File: config.mk
export PLATFORM = sky130hd
export DESIGN_NAME = dmem_mmio_responder
export DESIGN_NICKNAME = d
export VERILOG_FILES = /design/src/rtl/dmem_mmio_responder.sv
export SDC_FILE = /design/constraint.sdc
export NUM_CORES = 1
export LEC_CHECK = 0
export ABC_AREA = 1
export ABC_CLOCK_PERIOD_IN_PS = 4200
export CORE_UTILIZATION = 55
export CTS_BUF_LIST = sky130_fd_sc_hd__clkbuf_4 sky130_fd_sc_hd__clkbuf_8
export DETAILED_ROUTE_END_ITERATION = 8
export PLACE_DENSITY = 0.86
export SYNTH_ARGS = -nofsm -noshare
export SYNTH_HDL_FRONTEND = slang
export SYNTH_SLANG_ARGS = --single-unit
File: constraint.sdc
create_clock -name clock -period 4.2 [get_ports clock]
set_input_delay 0.42 -clock clock [delete_from_list [all_inputs] [get_ports clock]]
set_output_delay 0.42 -clock clock [all_outputs]
set_load 0.01 [all_outputs]
File: src/rtl/dmem_mmio_responder.sv
// dmem_mmio_responder: data-memory bus responder that passes low addresses to dmem
// and decodes the top of the word space into a TX FIFO, a FIFO status register and a cycle counter.
`default_nettype none

module dmem_mmio_responder #(
   parameter int                ADDR_W     = 12,
   parameter int                DATA_W     = 32,
   parameter int                FIFO_DEPTH = 8,
   parameter logic [ADDR_W-1:0] MMIO_BASE  = 12'hF00
) (
   input  logic              clock,
   input  logic              reset,
   input  logic [ADDR_W-1:0] address_dmem,
   input  logic [DATA_W-1:0] data,
   input  logic              wren,
   output logic [DATA_W-1:0] q_dmem,
   output logic              mem_wren,
   input  logic [DATA_W-1:0] mem_q,
   output logic [DATA_W-1:0] tx_data,
   output logic              tx_valid,
   input  logic              tx_ready
);

   localparam int PTR_W = (FIFO_DEPTH > 1) ? $clog2(FIFO_DEPTH) : 1;
   localparam logic [ADDR_W-1:0] OFF_TXDATA = ADDR_W'(0);
   localparam logic [ADDR_W-1:0] OFF_STATUS = ADDR_W'(1);
   localparam logic [ADDR_W-1:0] OFF_CYCLES = ADDR_W'(2);
   localparam logic [4:0]        DEPTH_CNT  = 5'(FIFO_DEPTH);

   logic              mmio;
   logic [ADDR_W-1:0] offset;
   logic              sel_tx, sel_st, sel_cyc;
   logic              push_req, push_ok, pop, full, empty;
   logic [DATA_W-1:0] status_val;

   logic [PTR_W-1:0]  rd_ptr_q, rd_ptr_d;
   logic [PTR_W-1:0]  wr_ptr_q, wr_ptr_d;
   logic [4:0]        count_q, count_d;
   logic              overflow_q, overflow_d;
   logic [DATA_W-1:0] cycles_q, cycles_d;
   logic              sel_mmio_q;
   logic [DATA_W-1:0] local_q, local_d;
   logic              rst_q;
   logic [DATA_W-1:0] buf_q [FIFO_DEPTH];

   assign mmio     = (address_dmem >= MMIO_BASE);
   assign offset   = address_dmem - MMIO_BASE;
   assign sel_tx   = mmio && (offset == OFF_TXDATA);
   assign sel_st   = mmio && (offset == OFF_STATUS);
   assign sel_cyc  = mmio && (offset == OFF_CYCLES);
   assign mem_wren = wren & ~mmio & ~reset;

   assign full     = (count_q == DEPTH_CNT);
   assign empty    = (count_q == 5'd0);
   assign tx_valid = ~empty;
   assign tx_data  = buf_q[rd_ptr_q];
   assign pop      = tx_valid & tx_ready;
   assign push_req = wren & sel_tx;
   // A pop frees the slot the push needs, so a full FIFO still accepts it.
   assign push_ok  = push_req & (~full | pop);

   // Layout: overflow at bit 6, empty at bit 5, count in [4:0]; full is count == depth.
   assign status_val = DATA_W'({overflow_q, empty, count_q});

   always_comb begin
      rd_ptr_d   = rd_ptr_q;
      wr_ptr_d   = wr_ptr_q;
      count_d    = count_q;
      overflow_d = overflow_q;
      cycles_d   = cycles_q + DATA_W'(1);
      local_d    = '0;

      if (push_ok) wr_ptr_d = wr_ptr_q + PTR_W'(1);
      if (pop)     rd_ptr_d = rd_ptr_q + PTR_W'(1);
      if (push_ok && !pop)      count_d = count_q + 5'd1;
      else if (!push_ok && pop) count_d = count_q - 5'd1;

      if (push_req && full && !pop)       overflow_d = 1'b1;
      else if (wren && sel_st && data[6]) overflow_d = 1'b0;

      if (wren && sel_cyc) cycles_d = data;

      if (sel_st)       local_d = status_val;
      else if (sel_cyc) local_d = cycles_q;
   end

   always_ff @(posedge clock) begin
      if (reset) begin
         rd_ptr_q   <= '0;
         wr_ptr_q   <= '0;
         count_q    <= '0;
         overflow_q <= 1'b0;
         cycles_q   <= '0;
         sel_mmio_q <= 1'b0;
         local_q    <= '0;
         rst_q      <= 1'b1;
      end else begin
         rd_ptr_q   <= rd_ptr_d;
         wr_ptr_q   <= wr_ptr_d;
         count_q    <= count_d;
         overflow_q <= overflow_d;
         cycles_q   <= cycles_d;
         sel_mmio_q <= mmio;
         local_q    <= local_d;
         rst_q      <= 1'b0;
      end
   end

   always_ff @(posedge clock) begin
      if (push_ok && !reset) buf_q[wr_ptr_q] <= data;
   end

   // Any read in flight across a reset edge is discarded and returns zero.
   assign q_dmem = rst_q ? '0 : (sel_mmio_q ? local_q : mem_q);

endmodule

`default_nettype wire

# Yosys cells after proc, flatten, opt, wreduce, memory -nomap -nowiden
# Memory sizes are Yosys's and may differ from the RTL's. A register that Yosys moved wholly into a read port is not among the register bits.
# Cells that the tools add are included.
# word_totals
regBits	78
mem_bits_rw	256
out_inout_bits	66
elab_cells	64
mem_count	1
# mem_list
memory	depth	word_bits	rd	rd_ports_with_merged_regs	write_ports	line	source
buf_q	8	32	1	1	1	44	logic [DATA_W-1:0] buf_q [FIFO_DEPTH];
# classes
addsub	6
n_lt_le_gt_ge	1
eq_ne	3
mux	14
bitwise_logic	11
n_reduce_logical	19
# op_table
cell	count
$mux W32	3
$add A32 B1 Y32 const B	1
$mux W7	2
$eq A12 B1 Y1 const B	1
$eq A12 B2 Y1 const B	1
$ge A12 B12 Y1 const B	1
$logic_not A12 Y1	1
$sub A12 B12 Y12 const B	1
$logic_and A1 B1 Y1	11
$mux W5	2
$add A3 B1 Y3 const B	2
$mux W3	2
$add A5 B1 Y5 const B	1
$and A1 B1 Y1	5
$eq A5 B4 Y1 const B	1
$logic_not A5 Y1	1
$mux W1	5
$not A1 Y1	5
$sub A5 B1 Y5 const B	1
$reduce_bool A2 Y1	2
$logic_not A1 Y1	3
$reduce_or A3 Y1	1
$or A1 B1 Y1	1

# Longest topological paths before layout
# Gate-level depths: netlist (run 1).
# logic_depth
depth_word	9
ltp_mapped	15
depth_no_buf	15

# Least setup slack after synthesis (run 1)
# OpenSTA, ideal clock, no wires.
# synth_timing
path_type	input-to-reg
startpoint	in address_dmem[5]
endpoint	mem buf_q[0][0], enable pin
t_arrival_ns	2.511
required_time_ns	3.779
slack_ns	1.268
stages	7
n_path_buf	0
cell_sequence	nor2_1 > nand2_1 > inv_1 > nand2_1 > nor3_2 > nand3_1 > nor2_1
# synth_via
elab_chain_len	8
word_cells_on_any_way	9
classes_between	add/sub: 1; order compare: 1; mux: 2; bitwise: 2; reduce/logical: 3
# synth_rtl
element	line	source
from (decl)	13	input logic [ADDR_W-1:0] address_dmem,
$sub A12 B12 Y12	47	assign offset = address_dmem - MMIO_BASE;
$logic_not A12 Y1	48	assign sel_tx = mmio && (offset == OFF_TXDATA);
$logic_and A1 B1 Y1 *	48	
$and A1 B1 Y1 *	58	assign push_req = wren & sel_tx;
$and A1 B1 Y1 *	60	assign push_ok = push_req & (~full | pop);
$logic_and A1 B1 Y1 *	110	if (push_ok && !reset) buf_q[wr_ptr_q] <= data;
$mux W1 *	110	
$mux W1 (implied by the code) *	110	
to (decl)	44	
# Mark *: on every way between the ends. The rest lies on a longest branch, timed or not.

==> summary.md, run 1 <==
| Metric | Value |
|---|---|
| Fin Setup TNS | 0 ns |
| Req. time, crit path | between 3 and 4 ns |
| Final WS setup | between 0.5 and 0.6 ns |
| Fraction of registers with async set/reset | 0 |
| Detailed Route WL | 35200 um |
| Clk slew on worst S/H paths | 0.06 ns |
| Leak | about 6.2 nW |
| Register-to-Register Path Depth | 13 |
| Kind of cell adding the most delay to the critical path | buffers and inverters |
| I/O pin cnt | roughly 150 |
| Inserted Clock Buffers | 51 |
| Worst hold slack | 0.485 ns |
| DP Area | between 15000 and 20000 um2 |
| Max-slew headroom | 0.305 |
| Maximum buffer depth of the clock tree | 3 |
| Crit path arrival time | approximately 3.3 ns |
| Initial Utilization | 0.559 |
| Fin area | roughly 17000 um2 |
| Fin. max-slew vios | 0 |
| Ys flop type | edfxtp_1 |
| Tcrit/Tclk final | 0.876 |
| Dpl ws | approximately 1.1 ns |
| # H-tree levels | 2 |
| CP max FO | 41 |
| Slowest cell on the critical path | dfxtp_2 |
| Initial DRT Pass Iterations | 5 |
| Filler cells | 1868 |
| Netlist Area Pre-Place | 14500 um2 |
| Root Driver | clkbuf_8 |
| Area Growth Syn to Fin | 19.4% |
| RSZ-0062 raised after global routing | false |
| Seq/Total Area, Yosys | 0.643 |
| DRC | 0 |
| Syn_nets | approximately 1600 |
| GRT Overall Usage | 0.262 |
| CP Buf/Inv Count | 3 |
| Status | completed |
| CTS tree | yes |
| Worst slew pin tran | approximately 1.0 ns |
| Post-synth EDFFs | between 200 and 300 |
| Post-Syn Instances | roughly 1500 |
| Final Skew | roughly 0.025 ns |
| Via Count | around 11000 |
| Syn avg cell area | a little under 10 um2 |
| DP HPWL | about 23000 um |
| Initial antenna violation count | 1 |
| Finished Layout Cells | about 2000 |
| PostCTS Resize Cnt | 0 |
| Global-route wire length before repair | about 54000 um |
| Hold Crit Depth | 2 |
| Vias in the first global route | about 11000 |
| CP Launch Type | flip-flop |
| Min Clock Period, post-route | 3.68 ns |
| WS Path Type | reg -> out |
| GP Congestion | 0.936 |
| GRT overflow | 0 |
| WL/cell | between 15 and 20 um |
| Dpl cells | 1913 |
| Setup Buffers After CTS | 0 |
| Final Hold Vio Count | 0 |
| # port buffers | ~150 |
| Clock Latency Late Sink | ~0.58 ns |
| Die height | between 150 and 200 um |
| Antenna cells | 0 |
| Pwr dens | 501 nW/um2 |
| Starting DRT DRC Count | between 1000 and 1500 |
| Final setup fails | 0 |
| Hold crit path type | reg -> reg |
| Drt via density | 5.59 |
| CTS Hold Bufs | 0 |
| Nets | roughly 1700 |
| Die area | roughly 27000 um2 |
| FP Rows | 59 |
| Slowest stage delay, CP | about 0.84 ns |
| Max IR drop VDD | ~0.33 mV |
| FMAX | ~270 MHz |
| Largest net degree at the start of global routing | between 100 and 150 |
| Critical-path cell list | inv_2 > buf_4 > nor2_1 > o21ai_0 > a31oi_1 > clkdlybuf4s50_1 |
| Yosys cell types | 36 |
| Max cap viols | 0 |
| Die width | roughly 160 um |
| Crit. End Element | output pin |
| Share of cells above drive strength 1 | 0.0904 |
| Core box area | roughly 26000 um2 |
| Number of nets with antenna violations after routing | 0 |
| Synth Register Bits | 337 |
| Synth warn | 0 |
| Clock Sinks | about 340 |
| Crit. path cell count | 6 |
placed cells by master, fill, tap and decap left out, types with 5 or more instances in the layout:
cell	count
a21oi_1	89
a31oi_1	32
buf_4	18
clkbuf_4	12
clkbuf_8	55
clkdlybuf4s50_1	145
clkinv_1	7
clkinv_2	13
dfxtp_1	79
edfxtp_1	256
ha_1	7
inv_1	102
nand2_1	310
nand3_1	56
nand4_1	17
nor2_1	241
nor2_2	28
nor2_4	5
o21ai_0	143
o21ai_1	15
xor2_1	10
power by group:
part,total [mW],internal (mW),switching (mW)
clock network,2.82,1.57,1.25
registers,3.75,3.63,0.124
logic,2.10,0.878,1.22
total,8.66,6.08,2.59
state kept, by name (all words and copies together) (netlist names), named ones only:
signal	cells
local_q	32
count_q	5
cycles_q	32
buf_q	256
overflow_q	1
rd_ptr_q	3
rst_q	1
sel_mmio_q	1
wr_ptr_q	3
final timing paths:
check	startpoint	endpoint	slack, ns
setup / recovery	flip-flop	tx_data[16]	0.52
hold / removal	overflow_q	overflow_q	0.49
setup reg to reg	count_q[4]	count_q[4]	1.72
hold reg to reg	overflow_q	overflow_q	0.49
per-stage QoR:
| stage | utilization | total power, mW |
|---|---|---|
| after floorplan | - | 5.00 |
| after global placement | 0.625 | 5.83 |
| after detailed placement | 0.625 | 5.90 |
| after CTS | 0.667 | 8.69 |
| after global routing | 0.667 | 9.06 |
| final | 0.667 | 8.66 |
layout make-up:
type | instances | area [um2] | share of cell area
sequential | 337 | 9310 | 0.539
multi-input combinational | 970 | 4460 | 0.258
timing repair buffer | 164 | 1610 | 0.0930
clock buffer | 67 | 847 | 0.0490
tap | 335 | 419 | 0.0243
inverter | 107 | 403 | 0.0233
clock inverter | 26 | 233 | 0.0135
tightest hold or removal path, stage by stage, from the launching register on:
cell and delay (ns):
dfxtp_1 0.30, nand2_1 0.07, o21ai_0 0.07
per-layer routing:
layer,GRT usage,vias up,wire length (um)
met4,0.0968,2,834
met5,0,-,11
met2,0.435,535,17200
li1,-,5313,-
met1,0.344,5304,14100
met3,0.0492,61,3020
cells in the mapped netlist (all sizes together) (7+ instances only):
cell    count  area, um2
nand3      57        298
buf        36        198
nor2      274       1110
xor2       10       87.6
nand4      17        106
a31oi      32        200
o21ai     158        791
inv       106        398
a21oi      89        445
clkbuf     37        140
edfxtp    256       7690
nand2     313       1190
dfxtp      81       1620
ha          7       87.6
kinds of logic after synthesis:
| group | Yosys count | share of synthesized area |
|---|---|---|
| AO/OA/AOI/OAI | 282 | 0.101 |
| XOR/XNOR | 14 | 0.00847 |
| adder cells (fa/ha/maj) | 8 | 0.00743 |
| buffers and inverters | 180 | 0.0512 |
| flip-flops | 337 | 0.643 |
| AND/OR/NAND/NOR | 666 | 0.189 |
No activity file was read; power rests on OpenSTA's default activity.
==> run 2: changes to the inputs <==
--- a/config.mk
+++ b/config.mk
@@ -10,7 +10,7 @@
 export CORE_UTILIZATION = 55
 export CTS_BUF_LIST = sky130_fd_sc_hd__clkbuf_4 sky130_fd_sc_hd__clkbuf_8
 export DETAILED_ROUTE_END_ITERATION = 8
-export PLACE_DENSITY = 0.86
+export PLACE_DENSITY = 0.77
 export SYNTH_ARGS = -nofsm -noshare
 export SYNTH_HDL_FRONTEND = slang
 export SYNTH_SLANG_ARGS = --single-unit
==> run 2 against run 1 <==
  * Fmax grew 7.9%
  * Wire length is 0.57% lower
  * Clock skew increased by 0.0035 ns
  * Utilization rose by 0.16 points
  * Total power about the same
  * Die area unchanged
  * Cell area up 0.24%
  * Non-clock buffer count grew 2
  * Register-to-register slack worse by 0.04 ns
  * Final cell count grew 0.25%
  * Highest routed layer is now met4
  * Count of clock-buffer cells in the layout increased by 10
  * Sequential power shrank 1%
==> summary.md, run 2 (synthesized netlist as in run 1, its figures left out) <==
| Metric | Value |
|---|---|
| DRC | 0 |
| DP Area | 16200 um2 |
| Drt via density | between 5 and 6 |
| Initial DRT Pass Iterations | 5 |
| Fin. max-slew vios | 0 |
| Fin Setup TNS | 0 ns |
| RSZ-0062 raised after global routing | false |
| Most frequent cells in the layout | nand2_1 (310), edfxtp_1 (256), nor2_1 (241), clkdlybuf4s50_1 (145), o21ai_0 (143) |
| Number of flip-flops under the largest register name | 256 |
| Hold crit path type | reg -> reg |
| Setup Buffers After CTS | 0 |
| Starting DRT DRC Count | 1012 |
| GRT overflow | 0 |
| GRT Overall Usage | 0.264 |
| Commonest non-fill, non-tap cell in the layout | nand2_1 |
| I/O pin cnt | approximately 150 |
| Biggest regs | buf_q (256), cycles_q (32), local_q (32) |
| Filler cells | slightly above 2000 |
| Max IR drop VDD | about 0.34 mV |
| Clock Latency Late Sink | just under 0.6 ns |
| # port buffers | ~150 |
| Area Growth Syn to Fin | 19.6% |
| Vias in the first global route | about 10000 |
| Final setup fails | 0 |
| PostCTS Resize Cnt | 0 |
| Leak | between 6 and 7 nW |
| Reg area | 9310 um2 |
| Max cap viols | 0 |
| Initial Utilization | 0.559 |
| Maximum buffer depth of the clock tree | 3 |
| Inserted Clock Buffers | 52 |
| Detailed Route WL | around 35000 um |
| FP Rows | 59 |
| Status | completed |
| WL/cell | 17.4 um |
| Die area | 27000 um2 |
| Root Driver | clkbuf_8 |
| Crit path arrival time | 2.99 ns |
| Crit. End Element | output pin |
| Global-route wire length before repair | approximately 55000 um |
| Core box area | about 26000 um2 |
| Share of cells above drive strength 1 | 0.0937 |
| FMAX | roughly 290 MHz |
| Number of nets with antenna violations after routing | 0 |
| Initial antenna violation count | 0 |
| Max-slew headroom | 0.286 |
| DP HPWL | 22800 um |
| Req. time, crit path | around 3.8 ns |
| Via Count | about 11000 |
| Clock Sinks | roughly 340 |
| Antenna cells | 0 |
| CP Launch Type | flip-flop |
| Fin area | between 15000 and 20000 um2 |
| Nets | roughly 1700 |
| Tcrit/Tclk final | 0.812 |
| WS Path Type | reg -> out |
| Final Hold Vio Count | 0 |
| Worst slew pin tran | roughly 1.1 ns |
| Final Skew | 0.0288 ns |
| GP Congestion | about 0.9 |
| Min Clock Period, post-route | roughly 3.4 ns |
| Area of the multi-input gates | 4480 um2 |
| Largest net degree at the start of global routing | 65 |
| Largest Register | buf_q |
| Die width | 164 um |
| Die height | 164 um |
| CTS Hold Bufs | 0 |
| Pwr dens | between 500 and 600 nW/um2 |
| CP max FO | 63 |
| # H-tree levels | 2 |
| Clk slew on worst S/H paths | 0.06 ns |
| CTS tree | yes |
-- run 2: final timing paths --
kind	startpoint	to	slack, ns	cells after the start
max	flip-flop	tx_data[26]	0.79	7
min	rd_ptr_q[2]	flip-flop	0.46	2
min reg2reg	rd_ptr_q[2]	flip-flop	0.46	2
max reg2reg	count_q[4]	count_q[4]	1.68	13
-- run 2: layout make-up --
class | instances | share of cell area
repair buffers | 166 | 0.0936
inverters | 107 | 0.0233
clock inverters | 19 | 0.00975
well taps | 335 | 0.0242
flip-flops and latches | 337 | 0.538
clock buffers | 77 | 0.0529
multi-input cells | 970 | 0.259
-- run 2: metal layers --
layer | up-vias | part of all wire | track usage
met1 | 5199 | 0.43 | 0.356
met5 | - | 0 | 0
li1 | 5322 | - | -
met4 | 0 | 0.019 | 0.0724
met3 | 51 | 0.068 | 0.0419
met2 | 416 | 0.49 | 0.443
-- run 2: power breakdown --
group / switching, mW / leakage [nW] / internal [mW]
Clock: 1.23 / 0.582 / 1.59
Sequential: 0.0756 / 2.96 / 3.63
Combinational: 1.27 / 2.70 / 0.879
Total: 2.57 / 6.24 / 6.09
-- run 2: critical path, cell delays in order (launching register included) --
cell	delay, ns
dfxtp_4	0.48
clkinv_2	0.49
buf_12	0.39
nor2_1	0.12
o21ai_1	0.08
a21oi_1	0.26
a31oi_1	0.09
clkdlybuf4s50_1	0.52
-- run 2: through the flow --
| step | std cells | hold slack [ns] | power [mW] | setup WS (ns) | utilization |
|---|---|---|---|---|---|
| after floorplan | 1487 | 0.431 | 5.00 | 1.27 | - |
| after global placement | 1915 | 0.450 | 5.87 | 1.09 | 0.627 |
| after detailed placement | 1915 | 0.456 | 5.91 | 1.01 | 0.627 |
| after CTS | 2011 | 0.453 | 8.70 | 0.779 | 0.669 |
| after global routing | 2011 | 0.491 | 9.10 | 0.561 | 0.669 |
| final | 2011 | 0.457 | 8.66 | 0.789 | 0.669 |
